<file path="config.mk">
export PLATFORM = sky130hd
export DESIGN_NAME = simon_core_param
export DESIGN_NICKNAME = d
export VERILOG_FILES = /design/src/rtl/simon_core_param.sv
export SDC_FILE = /design/constraint.sdc
export NUM_CORES = 1
export LEC_CHECK = 0
export CORE_UTILIZATION = 55
export DETAILED_ROUTE_END_ITERATION = 16
export PLACE_DENSITY = 0.76
export SLEW_MARGIN = 20
export SYNTH_ARGS = -nofsm -noshare
export SYNTH_HDL_FRONTEND = slang
export SYNTH_SLANG_ARGS = --single-unit
</file>
<file path="constraint.sdc">
create_clock -name clk -period 7.6 [get_ports clk]
set_clock_uncertainty 0.2 [all_clocks]
set_input_delay 0.76 -clock clk [delete_from_list [all_inputs] [get_ports clk]]
set_output_delay 0.76 -clock clk [all_outputs]
set_load 0.005 [all_outputs]
</file>
<file path="src/rtl/simon_core_param.sv">
// simon_core_param: parametrised Simon game core.
// Builds a pseudo-random colour sequence one entry per round and plays it back
// with SHOW_CYCLES lit / GAP_CYCLES dark per colour. It then checks the player's
// presses against the sequence, with an optional input timeout. The best
// completed-round count is kept across games until reset.
//
// Ports:
//   clk, rst            clock; asynchronous active-low reset
//   start_pulse         one-cycle start/restart (accepted in any state)
//   btn_pulse, btn_idx  one-cycle colour press and its index
//   round               current sequence length (0 in idle)
//   color, color_en     colour being shown and its display enable
//   wait_in             high while player input is accepted
//   win, lose           game-over levels
//   high_score          best completed-round count since reset
module simon_core_param #(
    parameter int NUM_COLORS     = 4,
    parameter int MAX_ROUNDS     = 16,
    parameter int SHOW_CYCLES    = 25000000,
    parameter int GAP_CYCLES     = 12500000,
    parameter int TIMEOUT_CYCLES = 250000000,
    parameter int STRICT         = 1,
    localparam int CW = (NUM_COLORS > 1) ? $clog2(NUM_COLORS) : 1,
    localparam int RW = $clog2(MAX_ROUNDS + 1)
) (
    input  logic          clk,
    input  logic          rst,
    input  logic          start_pulse,
    input  logic          btn_pulse,
    input  logic [2:0]    btn_idx,
    output logic [RW-1:0] round,
    output logic [CW-1:0] color,
    output logic          color_en,
    output logic          wait_in,
    output logic          win,
    output logic          lose,
    output logic [RW-1:0] high_score
);
    localparam int IW = (MAX_ROUNDS > 1) ? $clog2(MAX_ROUNDS) : 1;

    typedef enum logic [2:0] {
        S_IDLE, S_ADD, S_SHOW_ON, S_SHOW_OFF, S_WAIT_IN, S_WIN, S_LOSE
    } state_t;

    state_t        state, state_d;
    logic [15:0]   lfsr, lfsr_d, lfsr_adv;
    logic [15:0]   seed;
    logic [RW-1:0] round_q, round_d;
    logic [RW-1:0] play_idx, play_d;
    logic [RW-1:0] in_idx, in_d;
    logic [RW-1:0] hs, hs_d;
    logic [RW-1:0] rm1;
    logic [31:0]   tmr, tmr_d;
    logic [CW-1:0] seq [MAX_ROUNDS];
    logic [CW-1:0] new_col;
    logic          seq_we;
    logic          btn_ok, hit, timeout;

    // Galois step, right shift, taps folded in when the outgoing lsb is 1.
    assign lfsr_adv = (lfsr >> 1) ^ (lfsr[0] ? 16'hB400 : 16'h0000);
    assign new_col  = CW'(lfsr[7:0] % 8'(NUM_COLORS));
    assign rm1      = round_q - RW'(1);

    // Out-of-range indices are not presses at all: no miss, no timer reset.
    assign btn_ok  = btn_pulse && ({1'b0, btn_idx} < 4'(NUM_COLORS));
    assign hit     = (btn_idx[CW-1:0] == seq[in_idx[IW-1:0]]);
    assign timeout = (TIMEOUT_CYCLES != 0) && (tmr == 32'(TIMEOUT_CYCLES - 1));

    always_comb begin
        state_d = state;
        lfsr_d  = lfsr;
        round_d = round_q;
        play_d  = play_idx;
        in_d    = in_idx;
        tmr_d   = tmr;
        hs_d    = hs;
        seq_we  = 1'b0;
        case (state)
            S_ADD: begin
                seq_we  = 1'b1;
                lfsr_d  = lfsr_adv;
                round_d = round_q + RW'(1);
                play_d  = '0;
                tmr_d   = '0;
                state_d = S_SHOW_ON;
            end
            S_SHOW_ON: begin
                if (tmr == 32'(SHOW_CYCLES - 1)) begin
                    tmr_d   = '0;
                    state_d = S_SHOW_OFF;
                end else begin
                    tmr_d = tmr + 32'd1;
                end
            end
            S_SHOW_OFF: begin
                if (tmr == 32'(GAP_CYCLES - 1)) begin
                    tmr_d = '0;
                    if (play_idx == rm1) begin
                        in_d    = '0;
                        state_d = S_WAIT_IN;
                    end else begin
                        play_d  = play_idx + RW'(1);
                        state_d = S_SHOW_ON;
                    end
                end else begin
                    tmr_d = tmr + 32'd1;
                end
            end
            S_WAIT_IN: begin
                if (btn_ok && hit) begin
                    tmr_d = '0;
                    if (in_idx == rm1) begin
                        if (round_q == RW'(MAX_ROUNDS)) begin
                            hs_d    = RW'(MAX_ROUNDS);
                            state_d = S_WIN;
                        end else begin
                            state_d = S_ADD;
                        end
                    end else begin
                        in_d = in_idx + RW'(1);
                    end
                end else if (btn_ok || timeout) begin
                    if (STRICT != 0) begin
                        hs_d    = (rm1 > hs) ? rm1 : hs;
                        state_d = S_LOSE;
                    end else begin
                        // Lenient miss: replay the same round from the top.
                        play_d  = '0;
                        tmr_d   = '0;
                        state_d = S_SHOW_ON;
                    end
                end else begin
                    tmr_d = tmr + 32'd1;
                end
            end
            default: ;  // IDLE, WIN, LOSE hold until start
        endcase

        // Restart overrides anything the current state (or a press) wanted.
        if (start_pulse) begin
            lfsr_d  = seed | 16'h0001;
            round_d = '0;
            tmr_d   = '0;
            hs_d    = hs;
            seq_we  = 1'b0;
            state_d = S_ADD;
        end
    end

    always_ff @(posedge clk or negedge rst) begin
        if (!rst) begin
            state    <= S_IDLE;
            lfsr     <= 16'h0001;
            seed     <= '0;
            round_q  <= '0;
            play_idx <= '0;
            in_idx   <= '0;
            tmr      <= '0;
            hs       <= '0;
        end else begin
            state    <= state_d;
            lfsr     <= lfsr_d;
            seed     <= seed + 16'd1;
            round_q  <= round_d;
            play_idx <= play_d;
            in_idx   <= in_d;
            tmr      <= tmr_d;
            hs       <= hs_d;
        end
    end

    // Sequence contents are don't-care after reset; only valid entries are read.
    always_ff @(posedge clk) begin
        if (seq_we) seq[round_q[IW-1:0]] <= new_col;
    end

    assign round      = round_q;
    assign color      = (state == S_SHOW_ON) ? seq[play_idx[IW-1:0]] : '0;
    assign color_en   = (state == S_SHOW_ON);
    assign wait_in    = (state == S_WAIT_IN);
    assign win        = (state == S_WIN);
    assign lose       = (state == S_LOSE);
    assign high_score = hs;
endmodule

</file>
==> run summary <==
Status = finished, violations left
Failing checks = DRC
WP data required = 7.71 ns
Kind of cell adding the most delay to the critical path = compound AO/OA/AOI/OAI gates
Die H = 112.1 um
Fmax = 255.1 MHz
Std-Cell Core Area = 0.01161 sq mm
Setup TNS = 0 ns
Pwr Density = 249.4 mW/mm^2
Reg2Reg Depth = 7
Final ANT Viol Nets = 0
Critical path class = reg -> reg
Worst path max stage delay = 0.88 ns
Peak VDD IR = 0.2170 mV
Share of cells above drive strength 1 = 10.53%
Post-synth ARST share = 73.11%
Setup Buffers After CTS = 0
Max clock buf depth = 2
CTS tree = built
Syn Nets = 645
Root Buffer = clkbuf_16
Multi-input logic area = 0.003302 sq mm
Synth top area cells = dfrtp_1, edfxtp_1, mux4_2
P_leak = 3.112 nW
Avg WL per Cell = 18.16 um
Max FO, Critical Path = 32
Placer Congestion = 0.8519
Crit share post-route = 51.58%
Worst path bufs/invs = 0
Die Footprint = 0.01258 sq mm
Worst-Margin Slew = 0.8745 ns
Top FF cell, synth = dfrtp_1
Count of flip-flops with a built-in enable after synthesis = 32
Initial Util = 57.46%
Mean post-synth cell area = 10.69 sq um
Row count = 39
Clock latency on the worst-skew pair = 0.42 ns
Max-cap check violation count = 0
Crit path cell chain = mux4_2 > mux4_2 > xnor2_2 > o31ai_4 > a21oi_4 > o21ai_0 > a22o_1
Startpoint types = flop
Register area = 0.003139 sq mm
Clock sinks = 119
CTS clk-pin slew, worst paths = 0.06 ns
Leading area contributor after synthesis = dfrtp_1
Reg-to-Reg End = tmr[16]
Post-cts resize count = 0
Drt first pass iters = 13
Yosys cell types = 68
Flop2flop setup slack = 3.68 ns
CTS Buf Count = 17
Fin. Hold Viols = 0
Antenna Cells = 0
CP dominant cell by count = mux4_2
Fillers = 916
Post-synth top area share = 32.25%
Cell depth of the worst setup path = 7
Dpl hpwl = 9.938 mm
Initial antenna violation count = 0
DR iter-0 viols = 440
Number of H-tree levels = 4
Final setup viols = 0
Global-route wire length before repair = 24.23 mm
Synth top cells by count = dfrtp_1, nand2_1, nor2_1
Post-synthesis register bit count = 119
Synthesized instance count = 624
Slew margin rel. = 41.57%
IO Port Bufs = 22
Layout net count = 663
Grt ovf = 0
I/O pins = 23
Routed wire length = 14.49 mm
Critical path startpoint = in_idx[0]
DRC = 2
RSZ-0062 raised after global routing = false
Synthesized area = 0.006673 sq mm
Number of global-route vias before repair = 4887
Nature of the critical path endpoint = flop
Crit-path slowest cell = dfrtp_1
Critical path endpoint = tmr[16]
Hold_buf cts = 0
Pre-CTS setup slack = 3.720 ns
Fin. max-slew vios = 0
Worst Path Arrival = 4.03 ns
GRT Resource Usage Total = 24.61%
Largest net degree at the start of global routing = 66
FF-to-FF Start = in_idx[0]
Crit path time final = 3.920 ns
Most common cell in the netlist = dfrtp_1
Ys Warns = 0
Syn-to-layout area delta = 12.83%
Vias per inst = 6.183
Hold Path Class = in -> async
DR vias = 4934
Sequential cell area fraction in the yosys report = 47.05%
Die Span X = 112.1 um
Worst setup margin = 3.680 ns
==> logic make-up after synthesis <==
family          share of synthesized area (%)
simple gates                            18.94
compound gates                          13.11
flops                                   47.05
buf+inv                                 3.544
mux                                     9.638
xor+xnor                                5.100
fa+ha+maj                               2.625
==> worst reg2reg max path: stages (launching register included) <==
cell and delay (ns):
dfrtp_1 0.88, mux4_2 0.62, mux4_2 0.50, xnor2_2 0.22, o31ai_4 0.17, a21oi_4 0.74
o21ai_0 0.24, a22o_1 0.27
==> state kept, by name (all words and copies together), names as in the netlist <==
signal and flops:
lfsr 16, seq 32, high_score 5, in_idx 5
round 5, tmr 32, seed 16, state 3
play_idx 5
==> per-layer routing <==
metal,wire (um),GRT usage (%),vias to the layer above,share of wire [%]
li1,-,-,2330,-
met1,6880,35.09,2454,47
met2,6711,37.43,134,46
met3,720,5.508,16,5.0
met4,182,8.356,0,1.3
met5,0,0,-,0
==> layout by cell type, fill, tap and decap left out, types with 21 or more instances in the layout <==
cell and n:
mux2i_1 26, nand3_1 24, nor2_1 50, a22o_1 26
inv_1 21, dfrtp_1 86, o21ai_0 33, nand2_1 53
edfxtp_1 32, and3_1 23, clkdlybuf4s50_1 21, xnor2_1 24
==> stage by stage <==
stage | power (mW) | hold WS (ns) | instances | util, % | area (sq um)
floorplan | 0.9998 | 0.2453 | 624 | - | 6673
global placement | 1.071 | 0.2630 | 766 | 59.78 | 6943
detailed placement | 1.090 | 0.2648 | 766 | 59.78 | 6943
CTS | 1.883 | 0.02895 | 798 | 64.82 | 7528
global route | 1.949 | 0.03891 | 798 | 64.82 | 7528
finish | 1.877 | 0.02226 | 798 | 64.82 | 7528
==> final cells by class <==
| cell class | count | share of cell area [%] |
|---|---|---|
| multi-input cells | 457 | 43.86 |
| flip-flops and latches | 119 | 41.70 |
| clock buffers | 21 | 6.116 |
| repair buffers | 25 | 3.191 |
| well taps | 143 | 2.377 |
| clock inverters | 11 | 1.662 |
| inverters | 22 | 1.097 |
==> power breakdown <==
group | switching, mW | internal (mW)
clock | 0.296 | 0.499
combinational | 0.168 | 0.156
sequential | 0.0661 | 0.691
==> worst min-delay path by stage <==
stage	startpoint	endpoint	slack (ns)
after floorplan	seed[15]	seed[15]	0.25
after global placement	seed[15]	seed[15]	0.26
after detailed placement	seed[15]	seed[15]	0.26
after CTS	rst	high_score[0]	0.03
after global routing	rst	high_score[0]	0.04
final	rst	in_idx[1]	0.02
(Power assumes the default switching activity.)
